==> config.mk <==
export PLATFORM = sky130hd
export DESIGN_NAME = brk_record_writer
export DESIGN_NICKNAME = d
export VERILOG_FILES = /design/src/rtl/brk_record_writer.sv
export SDC_FILE = /design/constraint.sdc
export NUM_CORES = 1
export LEC_CHECK = 0
export CELL_PAD_IN_SITES_DETAIL_PLACEMENT = 1
export CELL_PAD_IN_SITES_GLOBAL_PLACEMENT = 1
export CORE_ASPECT_RATIO = 1.4
export CORE_MARGIN = 3
export CORE_UTILIZATION = 49
export CTS_CLUSTER_SIZE = 10
export DETAILED_ROUTE_END_ITERATION = 6
export GPL_ROUTABILITY_DRIVEN = 0
export PLACE_DENSITY = 0.86
export SYNTH_ARGS = -nofsm -noshare
export SYNTH_HDL_FRONTEND = slang
export SYNTH_SLANG_ARGS = --single-unit
export TNS_END_PERCENT = 100
==> constraint.sdc <==
create_clock -name CLK_25M -period 3.13 [get_ports CLK_25M]
set_input_delay 0.313 -clock CLK_25M [delete_from_list [all_inputs] [get_ports CLK_25M]]
set_output_delay 0.313 -clock CLK_25M [all_outputs]
set_load 0.005 [all_outputs]
==> src/rtl/brk_record_writer.sv <==
// Breakdown-event capture: timestamps each accepted comparator edge and writes a
// 4-word record into RAM port A. Optional input debounce under `BRK_DEBOUNCE_EN`.
module brk_record_writer #(
  parameter int unsigned ADDR_W  = 10,
  parameter int unsigned DEB_CYC = 4
) (
  input  logic              CLK_25M,
  input  logic              rst_n,
  input  logic              brk_in,
  input  logic [15:0]       volt,
  input  logic              volt_vld,
  input  logic              arm,
  input  logic              clr,
  output logic [ADDR_W-1:0] ram_addr,
  output logic [15:0]       ram_data,
  output logic              ram_wren,
  output logic [ADDR_W-2:0] rec_cnt,
  output logic              full,
  output logic              busy,
  output logic              missed
);

  localparam int unsigned       MaxRec    = 2 ** (ADDR_W - 2);
  localparam logic [ADDR_W-2:0] MaxRecCnt = (ADDR_W - 1)'(MaxRec);
  localparam logic [ADDR_W-2:0] LastRec   = (ADDR_W - 1)'(MaxRec - 1);

  typedef enum logic [2:0] {
    StIdle,
    StArmed,
    StWHdr,
    StWTsh,
    StWTsl,
    StWVolt,
    StFull
  } state_e;

  state_e state_q, state_d;

  logic [1:0]        sync_q;
  logic              accept;
  logic [31:0]       ts_q;
  logic [15:0]       vlat_q;
  logic [31:0]       ts_snap_q;
  logic [15:0]       volt_snap_q;
  logic              start;
  logic [ADDR_W-2:0] rec_cnt_q, rec_cnt_d;
  logic              missed_q, missed_d;
  logic [ADDR_W-1:0] addr_q, addr_d;
  logic [15:0]       data_q, data_d;
  logic              wren_q, wren_d;
  logic [ADDR_W-3:0] slot;

  always_ff @(posedge CLK_25M or negedge rst_n) begin
    if (!rst_n) begin
      sync_q <= 2'b00;
    end else begin
      sync_q <= {sync_q[0], brk_in};
    end
  end

`ifdef BRK_DEBOUNCE_EN
  localparam int unsigned DebW = $clog2(DEB_CYC + 1);

  logic [DebW-1:0] deb_cnt_q;

  // Counter saturates at DEB_CYC so a held-high input yields a single event.
  always_ff @(posedge CLK_25M or negedge rst_n) begin
    if (!rst_n) begin
      deb_cnt_q <= '0;
    end else if (!sync_q[1]) begin
      deb_cnt_q <= '0;
    end else if (deb_cnt_q != DebW'(DEB_CYC)) begin
      deb_cnt_q <= deb_cnt_q + 1'b1;
    end
  end

  assign accept = sync_q[1] && (deb_cnt_q == DebW'(DEB_CYC - 1));
`else
  logic prev_q;
  logic unused_deb;

  always_ff @(posedge CLK_25M or negedge rst_n) begin
    if (!rst_n) begin
      prev_q <= 1'b0;
    end else begin
      prev_q <= sync_q[1];
    end
  end

  assign accept     = sync_q[1] & ~prev_q;
  assign unused_deb = ^DEB_CYC;
`endif

  always_ff @(posedge CLK_25M or negedge rst_n) begin
    if (!rst_n) begin
      ts_q        <= '0;
      vlat_q      <= '0;
      ts_snap_q   <= '0;
      volt_snap_q <= '0;
    end else begin
      ts_q <= ts_q + 32'd1;
      if (volt_vld) begin
        vlat_q <= volt;
      end
      // Snapshot only when a record actually starts; dropped edges leave it alone.
      if (start) begin
        ts_snap_q   <= ts_q;
        volt_snap_q <= vlat_q;
      end
    end
  end

  always_comb begin
    state_d = state_q;
    start   = 1'b0;
    unique case (state_q)
      StIdle: begin
        if (arm) begin
          state_d = StArmed;
        end
      end
      StArmed: begin
        if (accept) begin
          state_d = StWHdr;
          start   = 1'b1;
        end
      end
      StWHdr:  state_d = StWTsh;
      StWTsh:  state_d = StWTsl;
      StWTsl:  state_d = StWVolt;
      StWVolt: state_d = (rec_cnt_q == LastRec) ? StFull : StArmed;
      StFull:  state_d = StFull;
      default: state_d = StIdle;
    endcase
    if (clr) begin
      state_d = StIdle;
      start   = 1'b0;
    end
  end

  always_comb begin
    rec_cnt_d = rec_cnt_q;
    missed_d  = missed_q;
    if (clr) begin
      rec_cnt_d = '0;
      missed_d  = 1'b0;
    end else begin
      if (state_q == StWVolt) begin
        rec_cnt_d = rec_cnt_q + 1'b1;
      end
      if (accept && (state_q != StArmed)) begin
        missed_d = 1'b1;
      end
    end
  end

  assign slot = rec_cnt_q[ADDR_W-3:0];

  // Port A word is registered from the next state so it appears in E+1..E+4.
  always_comb begin
    wren_d = 1'b0;
    addr_d = addr_q;
    data_d = data_q;
    case (state_d)
      StWHdr: begin
        wren_d = 1'b1;
        addr_d = {slot, 2'd0};
        data_d = {4'hB, 12'(rec_cnt_q)};
      end
      StWTsh: begin
        wren_d = 1'b1;
        addr_d = {slot, 2'd1};
        data_d = ts_snap_q[31:16];
      end
      StWTsl: begin
        wren_d = 1'b1;
        addr_d = {slot, 2'd2};
        data_d = ts_snap_q[15:0];
      end
      StWVolt: begin
        wren_d = 1'b1;
        addr_d = {slot, 2'd3};
        data_d = volt_snap_q;
      end
      default: begin
        wren_d = 1'b0;
      end
    endcase
  end

  always_ff @(posedge CLK_25M or negedge rst_n) begin
    if (!rst_n) begin
      state_q   <= StIdle;
      rec_cnt_q <= '0;
      missed_q  <= 1'b0;
      addr_q    <= '0;
      data_q    <= '0;
      wren_q    <= 1'b0;
    end else begin
      state_q   <= state_d;
      rec_cnt_q <= rec_cnt_d;
      missed_q  <= missed_d;
      addr_q    <= addr_d;
      data_q    <= data_d;
      wren_q    <= wren_d;
    end
  end

  assign ram_addr = addr_q;
  assign ram_data = data_q;
  assign ram_wren = wren_q;
  assign rec_cnt  = rec_cnt_q;
  assign full     = (rec_cnt_q == MaxRecCnt);
  assign missed   = missed_q;
  assign busy     = (state_q == StWHdr) || (state_q == StWTsh) ||
                    (state_q == StWTsl) || (state_q == StWVolt);

endmodule

# After elaboration in Yosys (flattened, before gate mapping)
# Index checks and enable logic that the tools add are counted.
[word_totals] regBits=139 latchBits=0 ramBits=0 mem_bits_ro=0 out_inout_bits=39 n_memories=0
[classes] addsub=2 n_mul=0 div=0 order_cmp=0 eq_ne=13 shifts=0 muxes=15 n_bitwise=2 n_reduce_logical=9
[ops] cell="case mux 16 bit (4 select lines)" count=1
[ops] cell="case mux 10 bit (4 select lines)" count=1
[ops] cell="adder 32 x 1 -> 32 bit, second input constant" count=1
[ops] cell="case mux 3 bit (7 select lines)" count=1
[ops] cell="2-to-1 mux 9 bit" count=2
[ops] cell="equality test 3 bit, second input constant" count=5
[ops] cell="equality test 3 x 2 -> 1 bit, second input constant" count=4
[ops] cell="2-to-1 mux 3 bit" count=4
[ops] cell="adder 9 x 1 -> 9 bit, second input constant" count=1
[ops] cell="equality test 9 x 8 -> 1 bit, second input constant" count=1
[ops] cell="equality test 9 bit, second input constant" count=1
[ops] cell="2-to-1 mux 1 bit" count=6
[ops] cell="nonzero test 2 bit" count=2
[ops] cell="nonzero test 4 bit" count=1
[ops] cell="OR reduction 4 bit" count=1
[ops] cell="equality test 3 x 1 -> 1 bit, second input constant" count=1
[ops] cell="zero test 3 bit" count=1
[ops] cell="logical OR 1 bit" count=3
[ops] cell="inequality test 3 x 1 -> 1 bit, second input constant" count=1
[ops] cell="bitwise AND 1 bit" count=1
[ops] cell="logical AND 1 bit" count=1
[ops] cell="NOT 1 bit" count=1

# Longest topological paths before layout
[logic_depth] depth_word=8 mapped_depth=11

# Least setup slack after synthesis
# Ideal clock, no wire load.
[synth_timing] path_type="register to register" from="reg rec_cnt_q[0], in the netlist rec_cnt[0]" to="reg data_q[6], in the netlist ram_data[6]" setup_time_ns=0.134 t_arrival_ns=2.018 required_time_ns=2.996 path_slack_ns=0.978 path_stages_with_launch=12 path_cell_list="dfrtp_1 -> ha_1 -> nand3_1 -> nor2_1 -> ha_1 -> o21ai_2 -> and3_1 -> nor2b_1 -> buf_6 -> buf_6 -> a222oi_1 -> o21ai_1"
[synth_via] elab_chain_cells=6 word_cells_on_any_way=10 classes_between="eq/ne: 5; mux: 4; reduce/logical: 1"
[synth_lines] element="start, declared" line_no="46" source="logic [ADDR_W-2:0] rec_cnt_q, rec_cnt_d;"
[synth_lines] element="start signal, assigned" line_no="201" source="rec_cnt_q <= rec_cnt_d;"
[synth_lines] element="equality test 9 x 8 -> 1 bit (*)" line_no="131" source="StWVolt: state_d = (rec_cnt_q == LastRec) ? StFull : StArmed;"
[synth_lines] element="2-to-1 mux 3 bit (*)" line_no="131"
[synth_lines] element="case mux 3 bit (7 select lines) (*)" line_no="116" source="unique case (state_q)"
[synth_lines] element="2-to-1 mux 3 bit (*)" line_no="135" source="if (clr) begin"
[synth_lines] element="equality test 3 bit or equality test 3 x 2 -> 1 bit (tied branches)" line_no="164" source="case (state_d)"
[synth_lines] element="case mux 16 bit (4 select lines) or nonzero test 4 bit (tied branches)"
[synth_lines] element="end signal, assigned" line_no="204" source="data_q <= data_d;"
[synth_lines] element="end, declared" line_no="49" source="logic [15:0] data_q, data_d;"
# Mark *: on every way between the ends. The rest lies on a longest branch, timed or not.
# A chain may end at the register's enable or synchronous reset.

# Worst setup path in the final report
[layout_timing] from="reg rec_cnt_q[0], in the netlist rec_cnt[0]" to="out full"
[layout_via] elab_chain_cells=1
[layout_lines] element="equality test 9 bit" line_no="213" source="assign full = (rec_cnt_q == MaxRecCnt);"
[layout_lines] element="end, declared" line_no="18" source="output logic full,"
# Every way passes these cells.

==> run summary <==
CP cell instances - inv_1 > ha_1 > or4b_2 > nor4b_1 > clkdlybuf4s50_1
Static Leak - 3.356 nW
GRT overflow - 0
non-filler cells, final - 728
Synth Register Bits - 139
die area - 13730 um2
Die X - 99.90 um
drt drc - 0
Routed WL per cell - 23.74 um
Post-CTS Setup Repair Bufs - 0
Setup crit end kind - output port
area grow syn2layout - 22.30%
top_reg_cell synth - dfrtp_1
DP HPWL - 11290 um
vias in the first global route - 4816
peak supply drop - 0.4342 mV
Worst Path Max Fanout - 6
post-synthesis instance area - 6048 um2
largest net degree at the start of global routing - 83
fin crit share - 94.65%
post-synthesis cell count - 508
layout net count - 594
first-pass GRT wire length - 27500 um
layout cell share with drive strength beyond 1 - 21.00%
slowest cell delay on critical path - 590 ps
vias - 4228
Max Buffers Root-to-Sink - 2
final wirelength - 17280 um
CTS tree - built
Clock Root Buffer - clkbuf_16
Cell Pwr Density - 690.5 nW/um2
placed cell count - 695
Vias/cell - 5.808
crit path launch type - flip-flop
post_cts resized - 0
min-delay src - brk_in
clk sinks - 139
CTS Buf Count - 17
Diodes inserted - 0
syn avg cell area - 11.91 um2
endpoints failing hold - 0
Post-DRT Antenna Nets - 0
DR pass1 iterations - 4
clk_lat worst skew - 420 ps
Seq/Total Area, Yosys - 57.51%
Net Count, Synth - 534
asr flop ratio synth - 100.0%
unrepaired setup endpoints after global routing - false
most common cell after layout, fill and taps aside - dfrtp_1
total core area - 11940 um2
Data required, critical path - 2820 ps
# setup viols final - 0
worst clock skew - 9.522 ps
# rows - 47
Yosys cell types - 44
RR Startpoint - rec_cnt[1]$_DFFE_PN0P_
leading cell types in the layout, fill and taps excluded - 139 x dfrtp_1, 66 x mux2_2, 61 x nand2_1
hold_ws - 328.0 ps
CTS H-tree depth - 4
CP arrival - 2650 ps
Worst Hold Class - input pin to flip-flop
antenna violations before repair - 0
Die H - 137.5 um
Post-synth EDFFs - 0
fmax - 0.3375 GHz
Iter 0 DRT Violations - 235
CP startpoint - rec_cnt[0]$_DFFE_PN0P_
Max Cap Viol - 0
clock-pin slew on the worst setup and hold paths - 60 ps
Crit Path Class - flip-flop to output port
initial core utilization - 50.67%
Pins Over Slew Limit - 0
Slew HR - 43.18%
Yosys Warn Count - 0
setup total negative slack - 0 ps
min cycle time layout - 2963 ps
slowest library cell on the worst path - or4b_2
port buffer count - 60
outcome - finished, final reports clean
worst-margin pin slew - 849.6 ps
gr usage total - 26.89%
I/O pin cnt - 61
-- final timing paths --
path | slack (ps) | end | cells after the start
min in group asynchronous | 520 | prev_q$_DFF_PN0_ | 2
worst min-delay path | 330 | sync_q[0]$_DFF_PN0_ | 1
worst min register to register | 350 | sync_q[1]$_DFF_PN0_ | 0
max in group asynchronous | 1810 | ts_q[6]$_DFF_PN0_ | 3
worst max register to register | 400 | ts_snap_q[18]$_DFFE_PN0P_ | 9
worst max-delay path | 170 | full | 5
-- per-layer routing --
metal | GRT usage (%) | routed length (um) | part of all wire (%) | up-vias
li1 | - | - | - | 1862
met3 | 4.863 | 630 | 3.6 | 47
met2 | 48.22 | 9334 | 54 | 136
met5 | 0 | 0 | 0 | -
met4 | 13.14 | 666 | 3.9 | 0
met1 | 30.60 | 6652 | 38 | 2183
-- worst max-delay path: cells and delay by family (launching register included) --
family / cells / cell delay [ps]
flip-flops: 1 / 440
AND/OR/NAND/NOR: 2 / 930
buffers and inverters: 2 / 700
adder cells (fa/ha/maj): 1 / 160
-- layout make-up --
class	count	area, um2
clock buffers	21	470.5
clock inverters	11	166.4
fillers	1183	4541
inverters	10	40.04
multi-input cells	328	2326
flip-flops and latches	139	3478
well taps	147	183.9
repair buffers	72	732.0
-- flip-flops by register name, summed over array words and instances, names as in the netlist --
name         flops
ts_q            32
ts_snap_q       32
ram_data        16
vlat_q          16
volt_snap_q     16
ram_addr        10
rec_cnt          9
state_q          3
sync_q           2
missed           1
prev_q           1
ram_wren         1
-- power breakdown --
part           total [mW]  leakage (nW)  internal, mW  switching, mW
registers            2.26          1.81          2.05          0.212
clock network        2.17         0.305          1.39          0.779
logic               0.675          1.24         0.383          0.291
-- stage by stage --
stage          setup slack, ps  util (%)  instance area [um2]  total power [mW]
3_3_place_gp             608.2     56.55                 6750             2.867
2_1_floorplan            978.3         -                 6048             2.521
6_report                 167.4     61.96                 7397             5.108
4_1_cts                  144.0     61.96                 7397             5.137
3_5_place_dp             455.9     56.55                 6750             2.932
5_1_grt                  11.11     61.96                 7397             5.285
-- cells by family after synthesis --
logic type / count (synthesis) / synth area share [%]
AOI/OAI and AO/OA: 57 / 6.372
xor gates and xnor gates: 37 / 5.358
adders and majority gates: 4 / 0.8275
buffers and inverters: 41 / 4.158
DFF: 139 / 57.51
muxes: 73 / 13.47
and+or+nand+nor: 157 / 12.31
-- cell usage after synthesis (5+ instances only) --
library cell	number	area, um2
inv_1	7	26.28
nand2_1	61	229.0
a22oi_1	5	37.54
buf_4	14	105.1
a31oi_1	9	56.30
dfrtp_1	139	3478
and3_1	17	106.4
nor2_1	36	135.1
o21ai_0	12	60.06
a311oi_1	6	52.55
mux2i_1	6	60.06
clkbuf_1	8	30.03
mux2_2	66	743.2
xnor2_1	17	148.9
nand3_1	24	120.1
xor2_1	20	175.2
buf_6	5	56.30
a21oi_1	11	55.05
-- timing repair --
item / 4_1_cts / 5_1_grt
hold buffers: 1 / 0
endpoints found under the hold margin: 81 / 0
setup endpoints to repair: 0 / 0
(Power assumes the default switching activity.)
